**config.mk**
```make
export PLATFORM = sky130hd
export DESIGN_NAME = multicycle_ctrl
export DESIGN_NICKNAME = d
export VERILOG_FILES = /design/src/rtl/multicycle_ctrl.sv
export SDC_FILE = /design/constraint.sdc
export NUM_CORES = 1
export LEC_CHECK = 0
export BUFFER_PORTS_ARGS = -buffer_cell sky130_fd_sc_hd__buf_2
export CAP_MARGIN = 20
export CORE_AREA = 2 2 90 92
export DETAILED_ROUTE_END_ITERATION = 7
export DIE_AREA = 0 0 92 94
export PLACE_DENSITY_LB_ADDON = 0.1
export SLEW_MARGIN = 40
export SYNTH_ARGS = -nofsm -noshare
export SYNTH_HDL_FRONTEND = slang
export SYNTH_SLANG_ARGS = --single-unit
```
**constraint.sdc**
```tcl
create_clock -name clk -period 3 [get_ports clk]
set_input_delay 0.15 -clock clk [delete_from_list [all_inputs] [get_ports clk]]
set_output_delay 0.15 -clock clk [all_outputs]
set_load 0.01 [all_outputs]
```
**src/rtl/multicycle_ctrl.sv**
```systemverilog
// rtl/multicycle_ctrl.sv - multi-cycle control FSM for the 8-bit datapath
//
// Purpose: sequences FETCH/DECODE/EXEC/MEM/WB for a 19-bit instruction set,
// drives the per-cycle datapath strobes and mux selects, tracks return-stack
// depth, runs the data-memory handshake with a timeout, and reports halt/fault.
//
// Ports:
//   clk, reset (sync, active-low)
//   run_en                  permits a new fetch (looked at in FETCH only)
//   instr[18:0]             instruction-memory output at current PC
//   flag_c, flag_z          datapath C / Z flags
//   mem_ack                 data memory done
//   ir_load                 latch instr into IR
//   pc_write, pc_mux[1:0]   PC update: 00 +1, 01 +1+imm8, 10 abs12, 11 stack top
//   alu_op[2:0], alu_use_carry, alu_in_mux (0 regB, 1 imm8)
//   reg_b_mux               0 IR[7:5], 1 IR[13:11]
//   reg_write_mux[1:0]      00 ALU, 01 shifter, 10 memory
//   reg_write               regfile write strobe
//   select_c/z, write_c/z   flag source (0 ALU, 1 shifter) and update strobes
//   mem_req, mem_write      data memory request / write strobe
//   push, pop               return-stack strobes
//   halted, fault, fault_code[1:0] (01 overflow, 10 underflow, 11 mem timeout)
//   instr_count[15:0]       retired-instruction count
module multicycle_ctrl #(
  parameter int STACK_DEPTH = 8,
  parameter int MEM_TIMEOUT = 15
) (
  input  logic        clk,
  input  logic        reset,
  input  logic        run_en,
  input  logic [18:0] instr,
  input  logic        flag_c,
  input  logic        flag_z,
  input  logic        mem_ack,
  output logic        ir_load,
  output logic        pc_write,
  output logic [1:0]  pc_mux,
  output logic [2:0]  alu_op,
  output logic        alu_use_carry,
  output logic        alu_in_mux,
  output logic        reg_b_mux,
  output logic [1:0]  reg_write_mux,
  output logic        reg_write,
  output logic        select_c,
  output logic        select_z,
  output logic        write_c,
  output logic        write_z,
  output logic        mem_req,
  output logic        mem_write,
  output logic        push,
  output logic        pop,
  output logic        halted,
  output logic        fault,
  output logic [1:0]  fault_code,
  output logic [15:0] instr_count
);

  localparam int DW = $clog2(STACK_DEPTH + 1);
  localparam int TW = $clog2(MEM_TIMEOUT + 1);

  typedef enum logic [2:0] {
    S_FETCH, S_DECODE, S_EXEC, S_MEM, S_WB, S_HALTED, S_FAULT
  } state_t;

  state_t        state, state_nx;
  logic [18:12]  ir;          // only the opcode fields steer control
  logic [DW-1:0] depth;
  logic [TW-1:0] tmo;
  logic          fault_set;
  logic [1:0]    fault_set_code;
  logic          halt_set;

  // Operand fields belong to the datapath; fold them so they are consumed.
  logic unused_instr_bits;
  assign unused_instr_bits = ^instr[11:0];

  // Decode
  logic is_alu, is_imm, is_mem, is_store, is_shift, is_ctl;
  logic is_bz, is_bc, is_jmp, is_call, is_ret, is_halt, is_nop;
  logic br_taken;
  logic [1:0] pc_sel;

  always_comb begin
    is_alu   = (ir[18:17] == 2'b00) || (ir[18:17] == 2'b01);
    is_imm   = (ir[18:17] == 2'b01);
    is_mem   = (ir[18:17] == 2'b10);
    is_store = is_mem && ir[16];
    is_shift = (ir[18:17] == 2'b11) && !ir[16];
    is_ctl   = (ir[18:17] == 2'b11) && ir[16];
    is_bz    = is_ctl && (ir[15:14] == 2'b00);
    is_bc    = is_ctl && (ir[15:14] == 2'b01);
    is_jmp   = is_ctl && (ir[15:14] == 2'b10);
    is_call  = is_ctl && (ir[15:14] == 2'b11) && (ir[13:12] == 2'b00);
    is_ret   = is_ctl && (ir[15:14] == 2'b11) && (ir[13:12] == 2'b01);
    is_halt  = is_ctl && (ir[15:14] == 2'b11) && (ir[13:12] == 2'b10);
    is_nop   = is_ctl && (ir[15:14] == 2'b11) && (ir[13:12] == 2'b11);
    br_taken = (is_bz && flag_z) || (is_bc && flag_c);
    if (br_taken)              pc_sel = 2'b01;
    else if (is_jmp || is_call) pc_sel = 2'b10;
    else if (is_ret)            pc_sel = 2'b11;
    else                        pc_sel = 2'b00;
  end

  always_ff @(posedge clk) begin
    if (!reset) begin
      state       <= S_FETCH;
      ir          <= '0;
      depth       <= '0;
      tmo         <= '0;
      instr_count <= '0;
      fault       <= 1'b0;
      fault_code  <= 2'b00;
      halted      <= 1'b0;
    end else begin
      state <= state_nx;
      if (ir_load)  ir <= instr[18:12];
      if (pc_write) instr_count <= instr_count + 16'd1;
      if (push)     depth <= depth + 1'b1;
      else if (pop) depth <= depth - 1'b1;
      // Holds zero outside MEM so every MEM entry starts a fresh count.
      if (state == S_MEM) tmo <= tmo + 1'b1;
      else                tmo <= '0;
      if (fault_set) begin
        fault      <= 1'b1;
        fault_code <= fault_set_code;
      end
      if (halt_set) halted <= 1'b1;
    end
  end

  always_comb begin
    state_nx       = state;
    ir_load        = 1'b0;
    pc_write       = 1'b0;
    pc_mux         = 2'b00;
    alu_op         = 3'b000;
    alu_use_carry  = 1'b0;
    alu_in_mux     = 1'b0;
    reg_b_mux      = 1'b0;
    reg_write_mux  = 2'b00;
    reg_write      = 1'b0;
    select_c       = 1'b0;
    select_z       = 1'b0;
    write_c        = 1'b0;
    write_z        = 1'b0;
    mem_req        = 1'b0;
    mem_write      = 1'b0;
    push           = 1'b0;
    pop            = 1'b0;
    fault_set      = 1'b0;
    fault_set_code = 2'b00;
    halt_set       = 1'b0;

    // Mux selects are held for the whole body of the instruction.
    if (state == S_DECODE || state == S_EXEC || state == S_MEM || state == S_WB) begin
      pc_mux = pc_sel;
      if (is_alu) begin
        alu_op        = ir[16:14];
        alu_use_carry = (ir[16:14] == 3'b001) || (ir[16:14] == 3'b011);
        alu_in_mux    = is_imm;
      end
      if (is_mem) begin
        alu_op     = 3'b000;   // address = base + imm8
        alu_in_mux = 1'b1;
      end
      reg_b_mux = is_store;
      if (is_shift)    reg_write_mux = 2'b01;
      else if (is_mem) reg_write_mux = 2'b10;
      select_c = is_shift;
      select_z = is_shift;
    end

    case (state)
      S_FETCH: begin
        if (run_en) begin
          ir_load  = 1'b1;
          state_nx = S_DECODE;
        end
      end
      S_DECODE: begin
        if (is_halt) begin
          halt_set = 1'b1;
          state_nx = S_HALTED;
        end else begin
          state_nx = S_EXEC;
        end
      end
      S_EXEC: begin
        if (is_alu || is_shift) begin
          state_nx = S_WB;
        end else if (is_mem) begin
          state_nx = S_MEM;
        end else if (is_call) begin
          if (depth == DW'(STACK_DEPTH)) begin
            fault_set      = 1'b1;
            fault_set_code = 2'b01;
            state_nx       = S_FAULT;
          end else begin
            push     = 1'b1;
            pc_write = 1'b1;
            state_nx = S_FETCH;
          end
        end else if (is_ret) begin
          if (depth == '0) begin
            fault_set      = 1'b1;
            fault_set_code = 2'b10;
            state_nx       = S_FAULT;
          end else begin
            pop      = 1'b1;
            pc_write = 1'b1;
            state_nx = S_FETCH;
          end
        end else if (is_bz || is_bc || is_jmp || is_nop) begin
          pc_write = 1'b1;
          state_nx = S_FETCH;
        end else begin
          halt_set = 1'b1;     // HALT leaves from DECODE; kept for completeness
          state_nx = S_HALTED;
        end
      end
      S_MEM: begin
        mem_req = 1'b1;
        if (mem_ack) begin
          if (is_store) begin
            mem_write = 1'b1;
            pc_write  = 1'b1;
            state_nx  = S_FETCH;
          end else begin
            state_nx = S_WB;
          end
        end else if (tmo == TW'(MEM_TIMEOUT - 1)) begin
          fault_set      = 1'b1;
          fault_set_code = 2'b11;
          state_nx       = S_FAULT;
        end
      end
      S_WB: begin
        reg_write = 1'b1;
        pc_write  = 1'b1;
        write_c   = !is_mem;
        write_z   = !is_mem;
        state_nx  = S_FETCH;
      end
      S_HALTED: state_nx = S_HALTED;
      S_FAULT:  state_nx = S_FAULT;
      default:  state_nx = S_FETCH;
    endcase
  end

endmodule

```
Yosys cells after proc, flatten, opt, wreduce, memory -nomap -nowiden:

Index checks and enable logic that the tools add are counted.
Widths: inputs -> output; s select.

* output and inout bits: 41
* flip-flop bits (word level): 38

* $add $sub $neg: 4
* equal/unequal tests: 21
* muxes and demuxes: 82
* reductions and logical operators: 34

Operators by type and width (count)
* $mux 1: 46
* $mux 3: 15
* $mux 2: 14
* $pmux 3 s6: 1
* $add 16x1->16 const B: 1
* $logic_and 1x1->1: 13
* $eq 2x2->1 const B: 6
* $logic_or 1x1->1: 11
* $eq 3x2->1 const B: 3
* $eq 3x3->1 const B: 3
* $add 4x1->4 const B: 2
* $eq 4x4->1 const B: 2
* $mux 4: 2
* $eq 2x1->1 const B: 3
* $eq 3x1->1 const B: 2
* $logic_not 2->1: 3
* $logic_not 4->1: 1
* $pmux 1 s2: 2
* $pmux 2 s2: 1
* $reduce_and 2->1: 2
* $sub 4x1->4 const B: 1
* $logic_not 3->1: 1
* $ne 3x2->1 const B: 1
* $pmux 1 s3: 1
* other kinds (3): 4

Logic depth before layout (Yosys ltp):

* depth after elaboration: 12
* depth in mapped cells: 12
* depth with buffers taken out: 12

Least setup slack after synthesis:

No wires, ideal clock.

* path type: register -> register
* start: register ir[17] (netlist bit)
* end: register depth[3]
* library setup time: 0.120 ns
* clock period less this slack: 3.076 ns
* setup slack: -0.076 ns
* stages on the path, launching flop included: 12
* data required time: 2.880 ns
* data arrival time: 2.956 ns
* cells stage by stage: dfxtp_1 -> inv_1 -> ha_1 -> or4b_4 -> nor4_4 -> nand2_1 -> a211o_1 -> ha_1 -> a21o_1 -> a21oi_1 -> o2bb2ai_1 -> o31a_1

* cells in the longest elaborated chain, start to end: 10
* elaborated cells between the ends (all ways): 22
* those cells by class: 3 x eq/ne; 10 x mux; 9 x reduce/logical

Ends and longest elaborated chain
* start, declared: line 66 `logic [18:12] ir;`
* start signal, assigned: line 116 `if (ir_load) ir <= instr[18:12];`
* $eq 2x2->1: line 88, 89
* $logic_and 1x1->1: line 89 `is_ctl = (ir[18:17] == 2'b11) && ir[16];`
* $logic_and 1x1->1: line 93, 94
* $logic_and 1x1->1: line 94 `is_ret = is_ctl && (ir[15:14] == 2'b11) && (ir[13:12] == 2'b01);`
* $mux 1: line 203 `end else if (is_ret) begin`
* $mux 1: line 193 `end else if (is_call) begin`
* $mux 1: line 191 `end else if (is_mem) begin`
* $mux 1: line 189 `if (is_alu || is_shift) begin`
* $mux 1: line 173 `case (state)`
* $reduce_bool 2->1 (no source line)
* end signal, assigned: line 118 `if (push) depth <= depth + 1'b1;`
* end signal, assigned: line 119 `else if (pop) depth <= depth - 1'b1;`
* end, declared: line 67 `logic [DW-1:0] depth;`

Several ways; a longest one is shown, not always the timed one.
A chain may end at the register's enable or synchronous reset.

Worst setup path after layout:

Same ends and word-level chain as after synthesis.

==> results list <==
- CP Capture Type: register
* Path class of the lowest-slack min-delay path: input pin to register
* Min cycle time layout: 2.79 ns
- The wire-length estimate of the detail-placed layout is 4.29 mm.
* Final-stage net count: 369
- Clock H-tree levels: 2
- Number of inserted filler cells in the final layout: 828
- Horizontal die dimension: 92 um
- The count of buffers added on input and output ports is 53.
- Register bit count reported by yosys: 38
- Entering global routing, the biggest net connects 23 pins.
- The die covers 8650 um2.
- VDD sags by at most 0.000173 V.
- Arrival time at the worst endpoint: 2.98 ns
* Die extent in y: 94 um
* Drt drc: 0
- The final count of pins violating max slew was 0.
- Summed over its instances, the top area cell type makes up 33.8% of the synthesized netlist area.
- Initial Util: 29.6%
- For this run, the leading register cell type out of synthesis is sky130_fd_sc_hd__dfxtp_1.
* Required @ worst endpoint: 3.19 ns
* Count of warnings emitted by yosys: 0
* Average wire per standard cell: 13.5 um
- Clock-pin slew was measured on the worst setup and hold paths at 0.08 ns.
- The clock net in this run drives a total of 38 sinks.
- Synth Cell Area: 2250 um2
- Placement-stage cell area: 2660 um2
- Final hold analysis gives a worst-case slack of 0.0826 ns.
- Detailed routing inserted a total of 2145 vias.
- The number of nets in the synthesized netlist is 315.
- In the post-route analysis, the smallest setup slack over all paths is 0.205 ns.
- The initial antenna violation count is 0.
* Post-CTS Repair Setup Buffers: 0
- Setup repair after global routing missed its margin: no
- In the synthesized netlist the async set-or-reset flop fraction comes to 0%.
- Weighted congestion reported at the end of routability-driven placement: 0.756
- The clock reaches the later pin of the worst-skew pair after 0.29 ns.
- Post-detailed-route count of antenna-violating nets: 0
* Cell accounting for the most synthesized area: sky130_fd_sc_hd__dfxtp_1
- Dpl cells: 429
- Final hold violation count: 0
- Total gr overflow: 0
- Total CTS buffers: 5
- Non-filler cells, final: 437
- Maximum Capacitance Violations: 0
- Final setup violating endpoints: 0
* Count of cell types in the netlist: 46
- TritonCTS clock tree: built
- Dominant cells by area after synthesis: sky130_fd_sc_hd__dfxtp_1 (34%), sky130_fd_sc_hd__nor2_1 (5.8%), sky130_fd_sc_hd__mux2i_1 (5.3%)
- The via count of the first global-routing pass was 2035.
- After detailed routing, the number of vias per cell comes to 4.91.
* Detailed-router iteration count before antenna repair: 4
- A synthesized cell averages 8.03 um2.
- CTS Root Cell: sky130_fd_sc_hd__clkbuf_8
- Count of inserted antenna diode cells: 0
- The worst setup path is launched from a register.
* F_max: 358 MHz
- Worst slack at placement: 0.0897 ns
- Number of instances in the synthesized netlist: 280
* Worst clock skew: 0.00807 ns
- The flow ran to the end, and the final reports show no timing, DRC or antenna violations.
- At the pin with the least slew margin, the transition time is 0.740 ns.
- Max-Slew Margin vs Limit: 50.3%
* Number of buffers between clock root and the deepest sink: 2
- Detailed Route WL: 5.89 mm
* Fraction of layout instances using a drive strength above 1: 24.8%
- Top fanout value on the critical path: 4
- For this design the static power due to leakage is 1.17 nW.
* Relative area change from synthesis to final layout: 23.7%
* GRT Resource Usage Total: 14.3%
- Core box area: 7610 um2
- Total power for the finished layout comes to 1.12 mW.
- Power spread over the standard cell area amounts to 403 nW/um2.
* Post-layout instance area: 2780 um2
- Summed over all failing endpoints, the final setup total negative slack is 0 ns.
- Number of synthesized flops with an enable pin: 0
- The setup path with the least slack is of type register to register.
- Row cnt: 32
* Count of boundary I/O pins: 66
* Global-route wire length before repair: 9.83 mm
* Initial detailed-routing violation count: 39
- Cells fill 36.5% of the core in the end.
* Final period utilization: 93.2%
- Sequential elements use 33.8% of the synthesized area.
-- cells in the final DEF, fill, tap and decap left out, types with 3 or more instances in the layout --
cell type                  instances
sky130_fd_sc_hd__a21oi_1          19
sky130_fd_sc_hd__a31oi_1           4
sky130_fd_sc_hd__and3_1            3
sky130_fd_sc_hd__buf_2            53
sky130_fd_sc_hd__buf_4            11
sky130_fd_sc_hd__clkbuf_8          5
sky130_fd_sc_hd__dfxtp_1          37
sky130_fd_sc_hd__ha_1              8
sky130_fd_sc_hd__inv_1            11
sky130_fd_sc_hd__mux2i_1          12
sky130_fd_sc_hd__nand2_1          20
sky130_fd_sc_hd__nand2b_1          8
sky130_fd_sc_hd__nand3_1          11
sky130_fd_sc_hd__nand4_1           8
sky130_fd_sc_hd__nor2_1           35
sky130_fd_sc_hd__nor3_1            7
sky130_fd_sc_hd__nor3b_1           4
sky130_fd_sc_hd__nor4b_1           5
sky130_fd_sc_hd__o21a_1            3
sky130_fd_sc_hd__o21ai_0          12
sky130_fd_sc_hd__or3_1             8
sky130_fd_sc_hd__xnor2_1           3
sky130_fd_sc_hd__xor2_1            4
-- sequential cells by signal, summed over array words and instances, names as in the netlist --
register	count
tmo	4
halted	1
fault	1
state	3
fault_code	2
ir	7
instr_count	16
depth	4
-- power by group --
group	internal, mW	switching (mW)	leakage, nW
clock	0.245	0.195	0.0579
combinational	0.0601	0.0874	0.804
sequential	0.516	0.0170	0.308
total	0.821	0.300	1.17
-- layer usage --
metal  routed length (um)  up-vias  track usage, %
met5                    0        -               0
met4                   85        0            4.85
met3                  240        5            3.13
met2                 2790       47            24.3
met1                 2770      988            17.8
li1                     -     1105               -
-- critical path, stage by stage, from the launching register on --
cell	delay, ns
sky130_fd_sc_hd__dfxtp_2	0.36
sky130_fd_sc_hd__inv_2	0.05
sky130_fd_sc_hd__ha_2	0.18
sky130_fd_sc_hd__or4b_4	0.56
sky130_fd_sc_hd__nor4_4	0.18
sky130_fd_sc_hd__nand2_2	0.08
sky130_fd_sc_hd__a211o_1	0.28
sky130_fd_sc_hd__ha_1	0.29
sky130_fd_sc_hd__a21o_1	0.19
sky130_fd_sc_hd__a21oi_4	0.16
sky130_fd_sc_hd__o2bb2ai_1	0.08
sky130_fd_sc_hd__o31a_1	0.27
-- what timing repair did --
action                                  in CTS  in global routing
hold buffers                                 0                  0
endpoints found under the setup margin       0                  2
resized for setup                            0                  2
-- logic make-up (layout without fill, tap and decap cells) --
family	after synthesis	after routing	share of synthesized area, %
DFF	38	38	33.8
xor gates and xnor gates	7	7	2.73
AOI/OAI and AO/OA	57	57	15.7
adders and majority gates	10	10	5.90
muxes	12	12	5.34
buffers and inverters	30	85	5.79
and+or+nand+nor	126	126	30.7
-- final timing paths --
kind / startpoint / to / slack (ns) / cells after the start
worst max-delay path: ir[17] / depth[3] / 0.21 / 11
worst min-delay path: instr[18] / ir[18] / 0.08 / 3
worst max register to register: ir[17] / depth[3] / 0.21 / 11
worst min register to register: tmo[0] / tmo[0] / 0.48 / 1
-- cells in the mapped netlist, drive strengths merged (4+ instances only) --
cell,count
xor2,4
nor3,7
nand4,8
dfxtp,38
a31oi,4
mux2i,12
buf,6
nor4b,6
nor3b,4
nand3,11
nand2,21
a21oi,20
clkbuf,11
ha,9
inv,13
nor2,35
or3,8
nand2b,8
o21ai,12
-- layout make-up --
| class | instances | area (um2) | share of cell area, % |
|---|---|---|---|
| multi-input combinational | 212 | 1390 | 49.8 |
| sequential | 38 | 762 | 27.4 |
| timing repair buffer | 64 | 348 | 12.5 |
| tap | 102 | 128 | 4.59 |
| clock buffer | 5 | 68.8 | 2.48 |
| inverter | 13 | 48.8 | 1.76 |
| clock inverter | 3 | 40.0 | 1.44 |
Power figures use the tool's default switching activity.
